==> src/rtl/rgb_fade_pwm_if.sv <==
// Configuration request channel for rgb_fade_pwm: one request per cycle, no backpressure.
interface rgb_fade_pwm_if #(
    parameter int CHANNELS = 3,
    parameter int WIDTH    = 8
);
    localparam int CW = (CHANNELS > 1) ? $clog2(CHANNELS) : 1;

    logic             cfg_valid;
    logic             cfg_ready;
    logic [CW-1:0]    cfg_chan;
    logic [1:0]       cfg_mode;
    logic [WIDTH-1:0] cfg_target;
    logic             cfg_err;

    modport master (
        output cfg_valid, cfg_chan, cfg_mode, cfg_target,
        input  cfg_ready, cfg_err
    );

    modport slave (
        input  cfg_valid, cfg_chan, cfg_mode, cfg_target,
        output cfg_ready, cfg_err
    );
endinterface

==> src/rtl/rgb_fade_pwm.sv <==
// Multi-channel LED PWM driver with per-channel hold / fade / breathe duty engine.
//
// state   | meaning
// HOLD    | duty is static, set directly by config
// FADE    | duty steps by 1 per tick toward tgt, then returns to HOLD
// BREATHE | duty sweeps 0..tgt and back, holding two ticks at each end
module rgb_fade_pwm #(
    parameter int CHANNELS   = 3,
    parameter int WIDTH      = 8,
    parameter int PRESCALE   = 262144,
    parameter bit ACTIVE_LOW = 1'b1
) (
    input  logic                      clk,
    input  logic                      rst,
    rgb_fade_pwm_if.slave             cfg,
    output logic [CHANNELS-1:0]       led_out,
    output logic [CHANNELS*WIDTH-1:0] duty_out,
    output logic [CHANNELS-1:0]       busy
);
    localparam int CW = (CHANNELS > 1) ? $clog2(CHANNELS) : 1;
    localparam int PW = (PRESCALE > 1) ? $clog2(PRESCALE) : 1;

    localparam logic [1:0] CFG_HOLD    = 2'b00;
    localparam logic [1:0] CFG_FADE    = 2'b01;
    localparam logic [1:0] CFG_BREATHE = 2'b10;

    typedef enum logic [1:0] {HOLD, FADE, BREATHE} mode_t;

    logic [WIDTH-1:0] cnt;
    logic [PW-1:0]    pre;
    logic [WIDTH-1:0] duty   [CHANNELS];
    logic [WIDTH-1:0] shadow [CHANNELS];
    logic [WIDTH-1:0] tgt    [CHANNELS];
    mode_t            mode   [CHANNELS];
    logic             dir_up [CHANNELS];

    logic tick;
    logic accept;
    logic chan_ok;

    assign cfg.cfg_ready = ~rst;
    assign accept        = cfg.cfg_valid & cfg.cfg_ready;
    assign chan_ok       = 32'(cfg.cfg_chan) < CHANNELS;
    assign tick          = (pre == PW'(PRESCALE - 1));

    always_ff @(posedge clk) begin
        if (rst) begin
            cnt         <= '0;
            pre         <= '0;
            cfg.cfg_err <= 1'b0;
            led_out     <= {CHANNELS{ACTIVE_LOW}};
            for (int c = 0; c < CHANNELS; c++) begin
                duty[c]   <= '0;
                shadow[c] <= '0;
                tgt[c]    <= '0;
                mode[c]   <= HOLD;
                dir_up[c] <= 1'b1;
            end
        end else begin
            cnt         <= cnt + WIDTH'(1);
            pre         <= tick ? '0 : pre + PW'(1);
            cfg.cfg_err <= accept & ~chan_ok;
            for (int c = 0; c < CHANNELS; c++) begin
                // Shadow copy at the last count keeps each PWM period glitch-free.
                if (cnt == '1)
                    shadow[c] <= duty[c];
                led_out[c] <= (cnt < shadow[c]) ^ ACTIVE_LOW;

                if (accept && chan_ok && cfg.cfg_chan == CW'(c)) begin
                    case (cfg.cfg_mode)
                        CFG_HOLD: begin
                            duty[c] <= cfg.cfg_target;
                            mode[c] <= HOLD;
                        end
                        CFG_FADE: begin
                            tgt[c]  <= cfg.cfg_target;
                            mode[c] <= (duty[c] == cfg.cfg_target) ? HOLD : FADE;
                        end
                        CFG_BREATHE: begin
                            tgt[c]    <= cfg.cfg_target;
                            mode[c]   <= BREATHE;
                            dir_up[c] <= 1'b1;
                        end
                        default: begin
                            duty[c] <= '0;
                            mode[c] <= HOLD;
                        end
                    endcase
                end else if (tick) begin
                    case (mode[c])
                        FADE: begin
                            if (duty[c] < tgt[c]) begin
                                duty[c] <= duty[c] + WIDTH'(1);
                                if (tgt[c] - duty[c] == WIDTH'(1))
                                    mode[c] <= HOLD;
                            end else if (duty[c] > tgt[c]) begin
                                duty[c] <= duty[c] - WIDTH'(1);
                                if (duty[c] - tgt[c] == WIDTH'(1))
                                    mode[c] <= HOLD;
                            end else begin
                                mode[c] <= HOLD;
                            end
                        end
                        BREATHE: begin
                            if (dir_up[c]) begin
                                if (duty[c] < tgt[c])
                                    duty[c] <= duty[c] + WIDTH'(1);
                                else
                                    dir_up[c] <= 1'b0;
                            end else begin
                                if (duty[c] != '0)
                                    duty[c] <= duty[c] - WIDTH'(1);
                                else
                                    dir_up[c] <= 1'b1;
                            end
                        end
                        default: ;
                    endcase
                end
            end
        end
    end

    always_comb begin
        duty_out = '0;
        busy     = '0;
        for (int c = 0; c < CHANNELS; c++) begin
            duty_out[c*WIDTH +: WIDTH] = duty[c];
            busy[c]                    = (mode[c] != HOLD);
        end
    end
endmodule

==> src/flat_wrapper.sv <==
// flat-port wrapper written by rule: the top's interface ports become plain ports
module rgb_fade_pwm_flat 
#(
    parameter int CHANNELS   = 3,
    parameter int WIDTH      = 8,
    parameter int PRESCALE   = 262144,
    parameter bit ACTIVE_LOW = 1'b1
)
  (clk, rst, led_out, duty_out, busy, cfg_cfg_valid, cfg_cfg_chan, cfg_cfg_mode, cfg_cfg_target, cfg_cfg_ready, cfg_cfg_err);
  rgb_fade_pwm_if #(.CHANNELS(CHANNELS), .WIDTH(WIDTH)) cfg_i ();
  input  logic clk;
  input  logic rst;
  output logic [CHANNELS-1:0] led_out;
  output logic [CHANNELS*WIDTH-1:0] duty_out;
  output logic [CHANNELS-1:0] busy;
  input wire logic [$bits(cfg_i.cfg_valid)-1:0] cfg_cfg_valid;
  input wire logic [$bits(cfg_i.cfg_chan)-1:0] cfg_cfg_chan;
  input wire logic [$bits(cfg_i.cfg_mode)-1:0] cfg_cfg_mode;
  input wire logic [$bits(cfg_i.cfg_target)-1:0] cfg_cfg_target;
  output wire logic [$bits(cfg_i.cfg_ready)-1:0] cfg_cfg_ready;
  output wire logic [$bits(cfg_i.cfg_err)-1:0] cfg_cfg_err;
  assign cfg_i.cfg_valid = cfg_cfg_valid;
  assign cfg_i.cfg_chan = cfg_cfg_chan;
  assign cfg_i.cfg_mode = cfg_cfg_mode;
  assign cfg_i.cfg_target = cfg_cfg_target;
  assign cfg_cfg_ready = cfg_i.cfg_ready;
  assign cfg_cfg_err = cfg_i.cfg_err;
  rgb_fade_pwm #(.CHANNELS(CHANNELS), .WIDTH(WIDTH), .PRESCALE(PRESCALE), .ACTIVE_LOW(ACTIVE_LOW)) u_core (.clk(clk), .rst(rst), .cfg(cfg_i), .led_out(led_out), .duty_out(duty_out), .busy(busy));
endmodule
==> config.mk <==
export PLATFORM = sky130hd
export DESIGN_NAME = rgb_fade_pwm_flat
export DESIGN_NICKNAME = d
export VERILOG_FILES = /design/src/rtl/rgb_fade_pwm_if.sv /design/src/rtl/rgb_fade_pwm.sv /design/src/flat_wrapper.sv
export SDC_FILE = /design/constraint.sdc
export NUM_CORES = 1
export LEC_CHECK = 0
export CORE_UTILIZATION = 30
export CTS_BUF_LIST = sky130_fd_sc_hd__clkbuf_4
export DETAILED_ROUTE_END_ITERATION = 8
export GPL_TIMING_DRIVEN = 0
export PLACE_DENSITY_LB_ADDON = 0.2
export SLEW_MARGIN = 20
export SYNTH_ARGS = -nofsm -noshare
export SYNTH_HDL_FRONTEND = slang
export SYNTH_SLANG_ARGS = --single-unit
==> constraint.sdc <==
create_clock -name clk -period 3.5 [get_ports clk]
set_input_delay 0.35 -clock clk [delete_from_list [all_inputs] [get_ports clk]]
set_output_delay 0.35 -clock clk [all_outputs]
set_load 0.01 [all_outputs]
==> impl_results.md, run 1 <==
* Routed WL at 27.06 mm
* Die ar. at 30,580 um2
* DRT iter0 DRCs at 566
* Setup violators final at 0
* Max-Cap Viols at 0
* Antenna violations before repair at 1
* Sink Count at 111
* RR Endpoint: u_core.duty[0][2]$_SDFFCE_PP0P_
* FF-to-FF setup slack at 0.07 ns
* CP Cell Sequence: clkinvlp_4 -> ha_1 -> fa_1 -> nand2b_1 -> a211o_1 -> and2_1 -> clkbuf_1 -> o32ai_2 -> buf_6 -> nor2_1 -> a221o_1 -> nor2_1
* Total number of vias at 7,743
* DP Area at 9818 um2
* Cell mode on critical path: nor2_1
* Final-stage net count at 1,159
* Hold Crit Start: cfg_cfg_chan[1]
* Max incr delay on CP at 0.52 ns
* Port bufs at 36
* Largest net degree at the start of global routing at 25
* Worst min path class: in2reg
* CP Data Arrival Time at 3.81 ns
* Fmax at 291.3 MHz
* CTS root buffer: clkbuf_4
* CTS tree: built
* Setup Skew at 0.03190 ns
* Max-slew headroom at 0.3973
* Final HPWL DP at 20.44 mm
* Fraction of registers with async set/reset at 0
* Layout area overhead at 12.89%
* Cell Area, Synth at 8966 um2
* H-tree levels at 3
* Via-to-Cell Ratio at 5.340
* Final setup TNS at 0 ns
* Post-synth EDFFs at 80
* Worst r2r src: u_core.duty[0][0]$_SDFFCE_PP0P_
* Final instance area at 10,120 um2
* Hold path depth at 3
* Wire length per cell at 18.66 um
* Worst path top cell family by delay: compound AO/OA/AOI/OAI gates
* Worst Path Required at 3.88 ns
* Status: complete, no violations
* DRC at 0
* Dpl ws at -0.3894 ns
* Post-layout min period at 3.433 ns
* # IOs at 47
* Register area share after synthesis at 0.3371
* Setup WS post-layout at 0.06665 ns
* Final hold vios at 0
* Crit-path slowest cell: edfxtp_1
* Routed Antenna Nets at 0
* Buffers & Inverters on Critical Path at 3
* # rows at 62
* Critical path launch point type: register
* Yosys cell types at 76
* R2R cell count at 12
* Worst-margin pin slew at 0.9021 ns
* Share of layout cells above drive strength 1 at 0.07331
* GP Congestion at 0.8951
* Die H at 174.9 um
* GRT Util Overall at 0.1784
* Worst hold endpoint: u_core.cfg.cfg_err$_SDFF_PP0_
* Crit path kind: reg2reg
* Starting Density at 0.3082
* FF+latch count, synth at 111
* Synth Instances at 997
* Crit Path Max Fanout at 10
* Worst Setup End Kind: register
* Max Root-Sink Buffers at 2
* Main flop type after synthesis: edfxtp_1
* CTS buffer count at 9
* Pwr/cell area at 306.0 nW/um2
* Worst vdd ir at 0.1529 mV
* First-pass GRT wire length at 42.14 mm
* Ys Warns at 0
* Final Util at 0.3480
* P_leak at 3.961 nW
* Skew-Pair Late Insertion Delay at 0.51 ns
* GRT Residual Overflow at 0
* Die width at 174.9 um
* Vias in the first global route at 7,523
* Clock transition at path regs at 0.18 ns
* Final critical-path share of the clock period at 0.9810
* Mapped Nets at 1,097
* Slew Viols, Final at 0
* Drt first pass iters at 5
* Core Footprint at 29,090 um2
* Avg Cell Area, Syn at 8.993 um2
## state kept, by name, summed over array words and instances, names as in the netlist
register,count
u_core.pre,18
u_core.cnt,8
u_core.dir_up,3
u_core.cfg.cfg_err,1
u_core.mode,6
u_core.tgt,24
u_core.duty,24
u_core.shadow,24
u_core.led_out,3
## layout by cell type (no fill, tap or decap), types with 33 or more instances in the layout
| master | netlist | layout |
|---|---|---|
| xor2_1 | 44 | 44 |
| nand2_1 | 49 | 48 |
| a21oi_1 | 38 | 38 |
| inv_1 | 77 | 75 |
| edfxtp_1 | 80 | 80 |
| clkdlybuf4s50_1 | 0 | 36 |
| ha_1 | 79 | 78 |
| nor4_1 | 33 | 33 |
| nand3_1 | 37 | 36 |
| xnor2_1 | 34 | 34 |
| nor2_1 | 78 | 76 |
## cells by family (layout without fill, tap and decap cells)
group                    after synthesis  count (layout)  synth area share
AND/OR/NAND/NOR                      377             377            0.2322
AO/OA/AOI/OAI                        210             210            0.1647
buffers and inverters                125             192           0.05373
flip-flops                           111             111            0.3371
adder cells (fa/ha/maj)               85              85            0.1236
XOR/XNOR                              78              78           0.07619
multiplexers                          11              11           0.01242
other                                  0               2                 0
## area by class of cell
cell class              count  area [um2]
multi-input cells         761        5502
inverters                  79       304.0
clock inverters             7       55.05
plain buffers              41       175.2
clock buffers               9       67.56
well taps                 384       480.5
flip-flops and latches    111        3023
fillers                  3006       18970
repair buffers             56       510.5
diodes                      2       5.005
## worst max path at each step
stage / startpoint / endpoint / cells after the start
final: u_core.duty[0][0]$_SDFFCE_PP0P_ / u_core.duty[0][2]$_SDFFCE_PP0P_ / 12
after global routing: u_core.duty[0][0]$_SDFFCE_PP0P_ / u_core.duty[0][2]$_SDFFCE_PP0P_ / 12
after CTS: u_core.duty[2][0]$_DFFE_PP_ / u_core.duty[2][5]$_DFFE_PP_ / 10
after detailed placement: u_core.duty[1][2]$_SDFFCE_PP0P_ / u_core.duty[1][4]$_SDFFCE_PP0P_ / 12
after global placement: u_core.cnt[3]$_SDFF_PP0_ / u_core.shadow[0][7]$_SDFFCE_PN0P_ / 4
after floorplan: u_core.cnt[3]$_SDFF_PP0_ / u_core.shadow[0][0]$_SDFFCE_PN0P_ / 4
## power by group
group | internal [mW] | switching [mW]
logic | 0.380 | 0.545
registers | 1.48 | 0.0756
clock network | 0.155 | 0.466
## what timing repair did
item,4_1_cts,5_1_grt
pin swaps,1,3
endpoints found under the hold margin,0,0
endpoints found under the setup margin,49,35
hold buffers,0,0
buffers inserted,9,11
gates resized for setup,10,7
## metrics by stage
step	hold slack (ns)	instances	total power, mW
after floorplan	0.4176	997	2.182
after CTS	0.1140	1440	3.117
after global placement	0.4321	1417	2.462
final	0.1548	1450	3.098
after global routing	0.1182	1450	3.286
after detailed placement	0.4354	1417	2.464
## worst register-to-register path: cells and delay by family, from the launching register on
kind	cells	cell delay [ns]
buf+inv	3	0.56
flops	1	0.52
simple gates	4	0.55
compound gates	3	1.02
fa+ha+maj	2	0.65
## metal layers
| metal | wire length, um | global-route usage | part of all wire |
|---|---|---|---|
| met1 | 12580 | 0.2387 | 0.46 |
| met5 | 0 | 0 | 0 |
| met2 | 12400 | 0.2923 | 0.46 |
| met4 | 669 | 0.05290 | 0.025 |
| met3 | 1406 | 0.03133 | 0.052 |
## cell usage after synthesis, types with 7 or more instances
cell      number  area, um2
a211oi_1      13      97.59
a21o_1        16      120.1
a21oi_1       38      190.2
a221o_1        7      70.07
a22o_1         7      61.31
a31oi_1        9      56.30
and2_1        23      143.9
and3_1        17      106.4
clkbuf_1      39      146.4
dfxtp_1       31      620.6
edfxtp_1      80       2402
ha_1          79      988.5
inv_1         77      289.0
mux2i_1       10      100.1
nand2_1       49      183.9
nand2b_1      18      112.6
nand3_1       37      185.2
nand4_1       16      100.1
nor2_1        78      292.8
nor2b_1       22      137.6
nor3_1        28      140.1
nor3b_1        8      60.06
nor4_1        33      206.5
o21a_1        15      112.6
o21ai_0       36      180.2
or2_2         11      68.82
or3_1          9      56.30
xnor2_1       34      297.8
xor2_1        44      385.4
Note: power is estimated with default switching activity, not from simulation.
==> run 2: changes to the inputs <==
- SKIP_LAST_GASP: default -> 1
==> run 2 against run 1 <==
  * Total power decreased by 0.14%
  * Critical endpoint unchanged
  * Design area fell by 0.44%
  * Clock power up 0.6%
  * Routed wire length about the same
  * First-iteration DRC count up 0.18%
==> impl_results.md, run 2 (synthesis gave the netlist of run 1 again) <==
* Setup violators final at 0 (unchanged)
* Die H at 174.9 um (unchanged)
* Final instance area at 10,080 um2 (-0.44%)
* Crit Path Max Fanout at 10 (unchanged)
* Core Footprint at 29,090 um2 (unchanged)
* Worst-margin pin slew at 0.8923 ns (-0.009848 ns)
* Worst Path Required at 3.89 ns (about the same)
* Share of layout cells above drive strength 1 at 0.06711 (-0.006201)
* Final hold vios at 0 (unchanged)
* Clock power share at 0.202 (+0.002)
* Worst min path class: in2reg
* # rows at 62 (unchanged)
* CTS tree: built
* P_leak at 3.937 nW (-0.59%)
* Setup Skew at 0.03163 ns (-0.0002746 ns)
* Max-slew headroom at 0.4039 (+0.006580)
* Vias in the first global route at 7,523 (unchanged)
* GP Congestion at 0.8951 (unchanged)
* First-pass GRT wire length at 42.14 mm (unchanged)
* Final-stage net count at 1,153 (-0.52%)
* Max Root-Sink Buffers at 2 (unchanged)
* DRC at 0 (unchanged)
* Layout area overhead at 12.39%
* Post-layout min period at 3.421 ns (-0.01258 ns)
* Sequential power share at 0.503 (+0.002)
* CTS Hold Bufs at 0 (unchanged)
* # IOs at 47 (unchanged)
* Regs by FF count: u_core.duty x24, u_core.shadow x24, u_core.tgt x24
* Int Pwr at 2.006 mW (-0.28%)
* Final HPWL DP at 20.44 mm (unchanged)
* CTS root buffer: clkbuf_4
* Final critical-path share of the clock period at 0.9774 (-0.003594)
* Drt first pass iters at 6 (+1)
* Skew-Pair Late Insertion Delay at 0.51 ns (about the same)
* FF+latch area at 3023 um2 (unchanged)
* Die ar. at 30,580 um2 (unchanged)
* GRT Residual Overflow at 0 (unchanged)
* Critical path launch point type: register
* Total number of vias at 7,724 (-0.25%)
* Slew Viols, Final at 0 (unchanged)
* Commonest non-fill, non-tap cell in the layout: edfxtp_1
* Switching Power at 1.088 mW (+0.11%)
* Pwr/cell area at 307.0 nW/um2 (+0.30%)
* Clock transition at path regs at 0.19 ns (about the same)
* Die width at 174.9 um (unchanged)
* Status: complete, no violations
* Via-to-Cell Ratio at 5.349 (+0.17%)
* Crit path kind: reg2reg
* Busiest grt layer: met2
* Wire length per cell at 18.73 um (+0.32%)
* Footprint of the multi-input gates at 5502 um2 (unchanged)
* Fill cells at 3,004 (-0.067%)
* Met2 usage at 0.2923 (unchanged)
* Fmax at 292.3 MHz (+0.37%)
* Sw Ratio at 0.3516 (+0.0009001)
* CP Data Arrival Time at 3.81 ns (about the same)
* H-tree levels at 3 (unchanged)
* CTS buffer count at 9 (unchanged)
* Port bufs at 36 (unchanged)
* Fin Hold WS at 0.1555 ns (+0.0007530 ns)
* Met3 Use GR at 0.03133 (unchanged)
* Most frequent cells in the layout: edfxtp_1, ha_1, inv_1, nor2_1, nand2_1
* DP Area at 9818 um2 (unchanged)
* Gate power share at 0.295 (-0.004)
* Worst Setup End Kind: register
* GRT Util Overall at 0.1784 (unchanged)
* Starting Density at 0.3082 (unchanged)
* DRT iter0 DRCs at 567 (+0.18%)
* Largest net degree at the start of global routing at 25 (unchanged)
* Routed WL at 27.04 mm (about the same)
* Routed Antenna Nets at 0 (unchanged)
* Max-Cap Viols at 0 (unchanged)
* Sink Count at 111 (unchanged)
* M1 GR Usage at 0.2387 (unchanged)
* Antenna violations before repair at 1 (unchanged)
* Worst vdd ir at 0.1543 mV (+0.93%)
## run 2: repair_timing
item | in CTS | in global routing
gates resized for setup | 9 | 6
endpoints found under the setup margin | 49 | 35
endpoints found under the hold margin | 0 | 0
setup buffers | 9 | 6
pin swaps | 0 | 3
cloned | 0 | 0
## run 2: path summary, 6_finish.rpt
kind	from	endpoint	slack (ns)	cells past startpoint
setup / recovery	u_core.duty[0][0]$_SDFFCE_PP0P_	u_core.duty[0][2]$_SDFFCE_PP0P_	0.08	12
hold / removal	cfg_cfg_chan[1]	u_core.cfg.cfg_err$_SDFF_PP0_	0.16	3
setup reg to reg	u_core.duty[0][0]$_SDFFCE_PP0P_	u_core.duty[0][2]$_SDFFCE_PP0P_	0.08	12
hold reg to reg	u_core.pre[0]$_SDFF_PP0_	u_core.pre[0]$_SDFF_PP0_	0.47	1
## run 2: layout make-up
| class | count | area share |
|---|---|---|
| well taps | 384 | 0.04768 |
| clock inverters | 7 | 0.005463 |
| repair buffers | 51 | 0.04693 |
| plain buffers | 40 | 0.01701 |
| flip-flops and latches | 111 | 0.3000 |
| inverters | 79 | 0.02980 |
| diodes | 2 | 0.0004966 |
| multi-input cells | 761 | 0.5459 |
| clock buffers | 9 | 0.006705 |
## run 2: stage by stage
step	power [mW]	setup slack, ns	util	std cells	TNS, ns
5_1_grt	3.278	-0.02878	0.3464	1444	-0.04620
6_report	3.093	0.07923	0.3464	1444	0
4_1_cts	3.117	-0.009339	0.3447	1440	-0.009339
2_1_floorplan	2.182	0.3571	-	997	0
3_5_place_dp	2.464	-0.3894	0.3375	1417	-11.74
3_3_place_gp	2.462	-0.6388	0.3371	1417	-29.51
## run 2: layer usage
layer,wire length (um),vias to the layer above,share of wire
li1,-,3740,-
met1,12590,3706,0.47
met2,12480,241,0.46
met3,1378,37,0.051
met4,595,0,0.022
met5,0,-,0
## run 2: power groups by stage
stage | Clock [mW] | Sequential [mW] | Combinational, mW
floorplan | 0 | 1.57 | 0.615
global placement | 0 | 1.60 | 0.862
detailed placement | 0 | 1.60 | 0.868
CTS | 0.660 | 1.55 | 0.904
global route | 0.703 | 1.56 | 1.01
finish | 0.625 | 1.55 | 0.914
## run 2: worst max-delay path, stage by stage, from the launching register on
cell,delay (ns)
edfxtp_1,0.53
clkinvlp_4,0.17
ha_1,0.23
fa_1,0.42
nand2b_1,0.18
a211o_1,0.31
and2_1,0.16
clkbuf_1,0.19
o32ai_2,0.38
buf_6,0.21
nor2_1,0.09
a221o_1,0.33
nor2_1,0.10
==> run 3: changes to the inputs <==
- HOLD_SLACK_MARGIN: default -> 0.03
==> results of run 3 <==
Final layout, timing and power as in run 2 (identical DEF).
